===== src/rtl/vga_timing_gen_if.sv =====
// Raster bus between vga_timing_gen (master) and its consumers (slave):
// pixel strobe and line-compare controls in, positions, pins and strobes out.
`timescale 1ns/1ps

interface vga_timing_gen_if #(
    parameter int CW = 11
);
    logic          pix_en;
    logic [CW-1:0] posx;
    logic [CW-1:0] posy;
    logic          active;
    logic          hsync;
    logic          vsync;
    logic          de;
    logic          line_start;
    logic          frame_start;
    logic [CW-1:0] irq_line;
    logic          irq_clr;
    logic          irq;

    modport master (
        input  pix_en, irq_line, irq_clr,
        output posx, posy, active, hsync, vsync, de,
               line_start, frame_start, irq
    );

    modport slave (
        output pix_en, irq_line, irq_clr,
        input  posx, posy, active, hsync, vsync, de,
               line_start, frame_start, irq
    );
endinterface


===== src/rtl/vga_timing_gen.sv =====
// Parametrised raster timing generator with pixel enable and delayed sync/DE pins.
// Optional line-compare interrupt built only when VTG_LINE_IRQ_EN is defined.
`timescale 1ns/1ps

module vga_timing_gen #(
    parameter int H_ACTIVE   = 640,
    parameter int H_FP       = 16,
    parameter int H_SYNC     = 96,
    parameter int H_BP       = 48,
    parameter int V_ACTIVE   = 480,
    parameter int V_FP       = 10,
    parameter int V_SYNC     = 2,
    parameter int V_BP       = 33,
    parameter bit HS_POL     = 1'b0,
    parameter bit VS_POL     = 1'b0,
    parameter int CW         = 11,
    parameter int PIPE_DELAY = 2
) (
    input  logic             clk,
    input  logic             rst_n,
    vga_timing_gen_if.master vid
);

    localparam int H_TOTAL  = H_ACTIVE + H_FP + H_SYNC + H_BP;
    localparam int V_TOTAL  = V_ACTIVE + V_FP + V_SYNC + V_BP;
    localparam int HS_START = H_ACTIVE + H_FP;
    localparam int HS_END   = HS_START + H_SYNC;
    localparam int VS_START = V_ACTIVE + V_FP;
    localparam int VS_END   = VS_START + V_SYNC;

    localparam logic [CW-1:0] H_LAST = CW'(H_TOTAL - 1);
    localparam logic [CW-1:0] V_LAST = CW'(V_TOTAL - 1);
    localparam logic [CW-1:0] ONE    = CW'(1);

    logic [CW-1:0] posx_q;
    logic [CW-1:0] posy_q;
    logic [CW-1:0] posx_nx;
    logic [CW-1:0] posy_nx;
    logic          line_end;
    logic          frame_end;
    logic          hs_nx;
    logic          vs_nx;
    logic          de_nx;
    logic          hs_cur;
    logic          vs_cur;
    logic          de_cur;
    logic          line_start_q;
    logic          frame_start_q;
    logic          hs_term;
    logic          vs_term;
    logic          de_term;

    always_comb begin
        line_end  = (posx_q == H_LAST);
        frame_end = line_end && (posy_q == V_LAST);
        posx_nx   = line_end ? '0 : posx_q + ONE;
        posy_nx   = posy_q;
        if (line_end) begin
            posy_nx = frame_end ? '0 : posy_q + ONE;
        end
        hs_nx = (int'(posx_nx) >= HS_START) && (int'(posx_nx) < HS_END);
        vs_nx = (int'(posy_nx) >= VS_START) && (int'(posy_nx) < VS_END);
        de_nx = (int'(posx_nx) < H_ACTIVE) && (int'(posy_nx) < V_ACTIVE);
    end

    // Sync/DE terms are registered from the next counter value so that, with
    // no extra delay, they line up with the posx/posy they describe.
    always_ff @(posedge clk) begin
        if (!rst_n) begin
            posx_q        <= '0;
            posy_q        <= '0;
            hs_cur        <= 1'b0;
            vs_cur        <= 1'b0;
            de_cur        <= 1'b0;
            line_start_q  <= 1'b0;
            frame_start_q <= 1'b0;
        end else begin
            line_start_q  <= 1'b0;
            frame_start_q <= 1'b0;
            if (vid.pix_en) begin
                posx_q        <= posx_nx;
                posy_q        <= posy_nx;
                hs_cur        <= hs_nx;
                vs_cur        <= vs_nx;
                de_cur        <= de_nx;
                line_start_q  <= line_end;
                frame_start_q <= frame_end;
            end
        end
    end

    if (PIPE_DELAY > 0) begin : g_pipe
        logic [PIPE_DELAY-1:0] hs_p;
        logic [PIPE_DELAY-1:0] vs_p;
        logic [PIPE_DELAY-1:0] de_p;

        always_ff @(posedge clk) begin
            if (!rst_n) begin
                hs_p <= '0;
                vs_p <= '0;
                de_p <= '0;
            end else if (vid.pix_en) begin
                hs_p <= (hs_p << 1) | PIPE_DELAY'(hs_cur);
                vs_p <= (vs_p << 1) | PIPE_DELAY'(vs_cur);
                de_p <= (de_p << 1) | PIPE_DELAY'(de_cur);
            end
        end

        assign hs_term = hs_p[PIPE_DELAY-1];
        assign vs_term = vs_p[PIPE_DELAY-1];
        assign de_term = de_p[PIPE_DELAY-1];
    end else begin : g_nopipe
        assign hs_term = hs_cur;
        assign vs_term = vs_cur;
        assign de_term = de_cur;
    end

    assign vid.posx        = posx_q;
    assign vid.posy        = posy_q;
    assign vid.active      = (int'(posx_q) < H_ACTIVE) && (int'(posy_q) < V_ACTIVE);
    assign vid.hsync       = hs_term ~^ HS_POL;
    assign vid.vsync       = vs_term ~^ VS_POL;
    assign vid.de          = de_term;
    assign vid.line_start  = line_start_q;
    assign vid.frame_start = frame_start_q;

`ifdef VTG_LINE_IRQ_EN
    logic irq_q;

    // A match on the strobe that lands on posx = 0 beats a same-cycle clear.
    always_ff @(posedge clk) begin
        if (!rst_n) begin
            irq_q <= 1'b0;
        end else if (vid.pix_en && line_end && (posy_nx == vid.irq_line)) begin
            irq_q <= 1'b1;
        end else if (vid.irq_clr) begin
            irq_q <= 1'b0;
        end
    end

    assign vid.irq = irq_q;
`else
    logic unused_irq;

    assign unused_irq = ^{vid.irq_line, vid.irq_clr};
    assign vid.irq    = 1'b0;
`endif

endmodule


===== src/flat_wrapper.sv =====
// flat-port wrapper written by rule: the top's interface ports become plain ports
module vga_timing_gen_flat 
#(
    parameter int H_ACTIVE   = 640,
    parameter int H_FP       = 16,
    parameter int H_SYNC     = 96,
    parameter int H_BP       = 48,
    parameter int V_ACTIVE   = 480,
    parameter int V_FP       = 10,
    parameter int V_SYNC     = 2,
    parameter int V_BP       = 33,
    parameter bit HS_POL     = 1'b0,
    parameter bit VS_POL     = 1'b0,
    parameter int CW         = 11,
    parameter int PIPE_DELAY = 2
)
  (clk, rst_n, vid_pix_en, vid_irq_line, vid_irq_clr, vid_posx, vid_posy, vid_active, vid_hsync, vid_vsync, vid_de, vid_line_start, vid_frame_start, vid_irq);
  vga_timing_gen_if #(.CW(CW)) vid_i ();
  input  logic clk;
  input  logic rst_n;
  input wire logic [$bits(vid_i.pix_en)-1:0] vid_pix_en;
  input wire logic [$bits(vid_i.irq_line)-1:0] vid_irq_line;
  input wire logic [$bits(vid_i.irq_clr)-1:0] vid_irq_clr;
  output wire logic [$bits(vid_i.posx)-1:0] vid_posx;
  output wire logic [$bits(vid_i.posy)-1:0] vid_posy;
  output wire logic [$bits(vid_i.active)-1:0] vid_active;
  output wire logic [$bits(vid_i.hsync)-1:0] vid_hsync;
  output wire logic [$bits(vid_i.vsync)-1:0] vid_vsync;
  output wire logic [$bits(vid_i.de)-1:0] vid_de;
  output wire logic [$bits(vid_i.line_start)-1:0] vid_line_start;
  output wire logic [$bits(vid_i.frame_start)-1:0] vid_frame_start;
  output wire logic [$bits(vid_i.irq)-1:0] vid_irq;
  assign vid_i.pix_en = vid_pix_en;
  assign vid_i.irq_line = vid_irq_line;
  assign vid_i.irq_clr = vid_irq_clr;
  assign vid_posx = vid_i.posx;
  assign vid_posy = vid_i.posy;
  assign vid_active = vid_i.active;
  assign vid_hsync = vid_i.hsync;
  assign vid_vsync = vid_i.vsync;
  assign vid_de = vid_i.de;
  assign vid_line_start = vid_i.line_start;
  assign vid_frame_start = vid_i.frame_start;
  assign vid_irq = vid_i.irq;
  vga_timing_gen #(.H_ACTIVE(H_ACTIVE), .H_FP(H_FP), .H_SYNC(H_SYNC), .H_BP(H_BP), .V_ACTIVE(V_ACTIVE), .V_FP(V_FP), .V_SYNC(V_SYNC), .V_BP(V_BP), .HS_POL(HS_POL), .VS_POL(VS_POL), .CW(CW), .PIPE_DELAY(PIPE_DELAY)) u_core (.clk(clk), .rst_n(rst_n), .vid(vid_i));
endmodule

===== config.mk =====
export PLATFORM = sky130hd
export DESIGN_NAME = vga_timing_gen_flat
export DESIGN_NICKNAME = d
export VERILOG_FILES = /design/src/rtl/vga_timing_gen_if.sv /design/src/rtl/vga_timing_gen.sv /design/src/flat_wrapper.sv
export SDC_FILE = /design/constraint.sdc
export NUM_CORES = 1
export LEC_CHECK = 0
export ABC_CLOCK_PERIOD_IN_PS = 2700
export BUFFER_PORTS_ARGS = -buffer_cell sky130_fd_sc_hd__buf_2
export CAP_MARGIN = 20
export CORE_UTILIZATION = 30
export DETAILED_ROUTE_END_ITERATION = 10
export GPL_TIMING_DRIVEN = 0
export PLACE_DENSITY = 0.51
export SETUP_SLACK_MARGIN = 0.15
export SLEW_MARGIN = 25
export SYNTH_ARGS = -nofsm -noshare
export SYNTH_HDL_FRONTEND = slang
export SYNTH_SLANG_ARGS = --single-unit
export TNS_END_PERCENT = 1

===== constraint.sdc =====
create_clock -name clk -period 2.7 [get_ports clk]
set_input_delay 0.135 -clock clk [delete_from_list [all_inputs] [get_ports clk]]
set_output_delay 0.135 -clock clk [all_outputs]
set_load 0.005 [all_outputs]

# [Yosys cells after proc, flatten, opt, wreduce, memory -nomap -nowiden]
# Cells that the tools add are included.
[totals] reg_bits=33 elab_cells=36
[op_classes] add_sub_neg=2 n_lt_le_gt_ge=8 n_eq_ne=2 muxes=3 bitwise_logic=5 reduce_logical=6
[ops] cell="$lt A11 B10 Y1 const B" count=3
[ops] cell="$lt A11 B9 Y1 const B" count=3
[ops] cell="$mux W11" count=3
[ops] cell="$add A11 B1 Y11 const B" count=2
[ops] cell="$eq A11 B10 Y1 const B" count=2
[ops] cell="$ge A11 B10 Y1 const B" count=1
[ops] cell="$ge A11 B9 Y1 const B" count=1
[ops] cell="$or A2 B1 Y2" count=3
[ops] cell="$logic_and A1 B1 Y1" count=5
[ops] cell="$not A1 Y1" count=2
[ops] cell="$reduce_and A2 Y1" count=1

# [Logic depth before layout (Yosys ltp)]
[depth] ltp_word=6 mapped_depth=8 ltp_nobuf=8

# [Worst setup path before layout]
# Ideal clock, no wire load.
[synth_path] kind="flip-flop to flip-flop" from="register u_core.posx_q[5] (netlist: u_core.vid.posx[5])" to="register u_core.vs_cur" setup_ns=0.084 t_arrival_ns=2.016 setup_slack_ns=0.600 path_stages_with_launch=9 cell_sequence="dfxtp_1 > buf_6 > or4_4 > nor3_2 > buf_6 > and3_1 > o21ai_1 > a211o_1 > o31ai_2"
[synth_between] elab_chain_cells=6 elab_cells_between_ends=7 classes_between="order compare: 2; eq/ne: 1; mux: 2; reduce/logical: 2"
[synth_lines] item="start, declared" line="vga_timing_gen.sv:35" text="logic [CW-1:0] posx_q;"
[synth_lines] item="start signal, assigned" line="vga_timing_gen.sv:81" text="posx_q <= posx_nx;"
[synth_lines] item="$eq A11 B10 Y1 (*)" line="vga_timing_gen.sv:54" text="line_end = (posx_q == H_LAST);"
[synth_lines] item="$logic_and A1 B1 Y1" line="vga_timing_gen.sv:55" text="frame_end = line_end && (posy_q == V_LAST);"
[synth_lines] item="$mux W11" line="vga_timing_gen.sv:59" text="posy_nx = frame_end ? '0 : posy_q + ONE;"
[synth_lines] item="$mux W11 (*)" line="vga_timing_gen.sv:58" text="if (line_end) begin"
[synth_lines] item="$ge A11 B9 Y1 / $lt A11 B9 Y1 (equally long branches)" line="vga_timing_gen.sv:62" text="vs_nx = (int'(posy_nx) >= VS_START) && (int'(posy_nx) < VS_END);"
[synth_lines] item="$logic_and A1 B1 Y1 (*)" line="vga_timing_gen.sv:62"
[synth_lines] item="end signal, assigned" line="vga_timing_gen.sv:84" text="vs_cur <= vs_nx;"
[synth_lines] item="end, declared" line="vga_timing_gen.sv:45" text="logic vs_cur;"
# Mark *: on every way between the ends. The rest lies on a longest branch, timed or not.
# A chain may end at the register's enable or synchronous reset.

# [Worst setup path after layout]
[layout_path] from="register u_core.posx_q[0] (netlist: u_core.vid.posx[0])" to="register u_core.de_cur"
[layout_between] elab_chain_cells=6 elab_cells_between_ends=9 classes_between="add/sub: 1; order compare: 2; eq/ne: 1; mux: 3; reduce/logical: 2"
[layout_lines] item="branches (longest 5 deep; another with $add A11 B1 Y11)"
[layout_lines] item="$logic_and A1 B1 Y1 (*)" line="vga_timing_gen.sv:63" text="de_nx = (int'(posx_nx) < H_ACTIVE) && (int'(posy_nx) < V_ACTIVE);"
[layout_lines] item="end signal, assigned" line="vga_timing_gen.sv:85" text="de_cur <= de_nx;"
[layout_lines] item="end, declared" line="vga_timing_gen.sv:46" text="logic de_cur;"
# Mark *: on every way between the ends.

==> results.txt <==
Outcome - finished, final reports clean
Hold path cells - 3
Syn nets - 270
Worst skew pair latency - 290 ps
Final Non-Filler Cells - 365
CP endpoint kind - flop
Final period utilization - 0.879
Synth top area share - 0.342
DR top layer - met4
Vias per cell - 5.19
Worst Path Required - 2880 ps
IO buf count - 30
Reg area - 661 µm²
Seq/Total Area, Yosys - 0.342
# DRC - 0
Cell count after synthesis - 252
Relative slew slack - 0.563
Min-delay src - rst_n
Tmin final - 2370 ps
Crit Path Class - reg -> reg
Post-CTS Setup Bufs - 0
Layout cell share with drive strength beyond 1 - 0.183
Worst r2r src - u_core.vid.posx[0]
Antenna violations before repair - 0
Synth cell types - 55
CTS root buf - clkbuf_8
Main synth FF type - dfxtp_1
1st-iter DRT viols - 148
Total CTS buffers - 5
H-tree depth - 2
CTS tree - built
GRT Util Overall - 0.159
Max Cap Viol - 0
Yosys top cell by area - dfxtp_1
Total global routing overflow - 0
Synthesis-to-finish area growth - 17.9%
Pwr Total - 0.969 mW
Yosys warnings - 0
Worst setup endpoint - u_core.de_cur
DPL Wire Length - 3500 µm
Die W - 82.2 µm
Async SR Flop Fraction - 0
Worst Hold Class - in -> reg
Multi-input logic area - 1160 µm²
Post-synth design cell area - 1930 µm²
Worst reg2reg path depth - 6
Startpoint types - flop
Number of synthesized flops with an enable pin - 0
Critical path fanouts, max - 9
Routed Antenna Nets - 0
M1 WL - 2570 µm
Die area - 6760 µm²
First-pass GRT wire length - 8110 µm
DR vias - 1896
Die Y - 82.2 µm
Final #Nets - 307
Gpl congestion - 0.816
Cell Pwr Density - 426 nW/µm²
# setup viols final - 0
Antenna diodes - 0
Area contributors post-synth - dfxtp_1, nor2_1, nand2_1, a21oi_1, mux2i_1
CP startpoint - u_core.vid.posx[0]
Dpl cells - 357
Post-route clock skew - 8.85 ps
Starting density of the core - 0.319
Leading cell type in the layout, fill and taps excluded - nor2_1
FF-to-FF End - u_core.de_cur
DRT Pass-1 Iters - 4
Post-Syn Area per Cell - 7.66 µm²
Slew Limit Fails - 0
Drt total wl - 5010 µm
Core area - 6060 µm²
Register bit count reported by yosys - 33
Routed wire length on met2 - 2050 µm
RSZ-0062 raised after global routing - no
Met3 wire length - 279 µm
P_leak - 0.881 nW
Fin. Hold Viols - 0
Vias in the first global route - 1667
Avg WL per Cell - 13.7 µm
Io pins - 44
CTS sink count - 33
Max rail drop VDD - 0.000164 V
Largest net degree at the start of global routing - 11
Fillers - 658
Row Count - 28
Max Buffers Root-to-Sink - 2
Worst R2R Setup Slack - 330 ps
CP Data Arrival Time - 2550 ps
CTS resizes - 0
Clk slew on worst S/H paths - 70 ps
Most frequent cells in the layout - nor2_1, dfxtp_1, buf_2, nand2_1, a21oi_1
# hold bufs at CTS - 0
Worst-Margin Slew - 656 ps
Setup TNS - 0 ps
Max frequency - 0.421 GHz
## sequential cells by signal, summed over array words and instances, names as in the netlist
name,cells
u_core.vs_cur,1
u_core.hs_cur,1
u_core.g_pipe.de_p,2
u_core.vid.posx,11
u_core.g_pipe.hs_p,2
u_core.de_cur,1
u_core.vid.posy,11
u_core.vid.line_start,1
u_core.vid.frame_start,1
u_core.g_pipe.vs_p,2
## Yosys cell counts (all sizes together) (5+ instances only)
cell type	instances
nor2	36
nand4	10
clkbuf	12
nand3	13
nor3	7
and3	5
o21ai	12
buf	5
nand2	29
mux2i	7
xor2	7
a21oi	16
dfxtp	33
inv	6
## critical path, cell delays in order (launching register included)
cell and delay [ps]:
dfxtp_1 420, ha_1 220, and3_1 160, clkbuf_1 290, nand3_1 430, o32a_1 520
a32o_1 230
## how the worst min path moves through the flow
stage	to
finish	u_core.vid.line_start
global route	u_core.vid.line_start
CTS	u_core.vid.line_start
detailed placement	u_core.hs_cur
global placement	u_core.vs_cur
floorplan	u_core.vid.line_start
## layer usage
metal  global-route usage  vias to the layer above
li1                     -                      972
met1                0.230                      861
met2                0.222                       52
met3               0.0363                       11
met4               0.0614                        0
met5                    0                        -
## where the power goes
group	internal, mW	switching [mW]	total (mW)
logic	0.0166	0.0299	0.0465
registers	0.492	0.00523	0.498
clock network	0.231	0.195	0.425
## cell type report
| cell class | instances | area share |
|---|---|---|
| clock inverter | 1 | 0.00220 |
| buffer | 17 | 0.0374 |
| multi-input combinational | 196 | 0.511 |
| inverter | 6 | 0.00990 |
| clock buffer | 7 | 0.0423 |
| tap | 75 | 0.0412 |
| sequential | 33 | 0.290 |
| timing repair buffer | 30 | 0.0660 |
## kinds of logic after synthesis
| logic type | Yosys count | synth area share |
|---|---|---|
| AOI/OAI and AO/OA | 52 | 0.173 |
| xor gates and xnor gates | 8 | 0.0363 |
| adders and majority gates | 3 | 0.0194 |
| buffers and inverters | 23 | 0.0557 |
| DFF | 33 | 0.342 |
| muxes | 7 | 0.0363 |
| other | 1 | 0.00194 |
| and+or+nand+nor | 125 | 0.335 |
## through the flow
step | setup WS [ps] | cell area [µm²] | hold WS (ps) | utilization
6_report | 326 | 2280 | 225 | 0.376
2_1_floorplan | 600 | 1930 | 300 | -
3_5_place_dp | 362 | 2170 | 467 | 0.359
5_1_grt | 216 | 2280 | 226 | 0.376
4_1_cts | 357 | 2280 | 217 | 0.376
3_3_place_gp | 366 | 2170 | 470 | 0.359
Note: power is estimated with default switching activity, not from simulation.
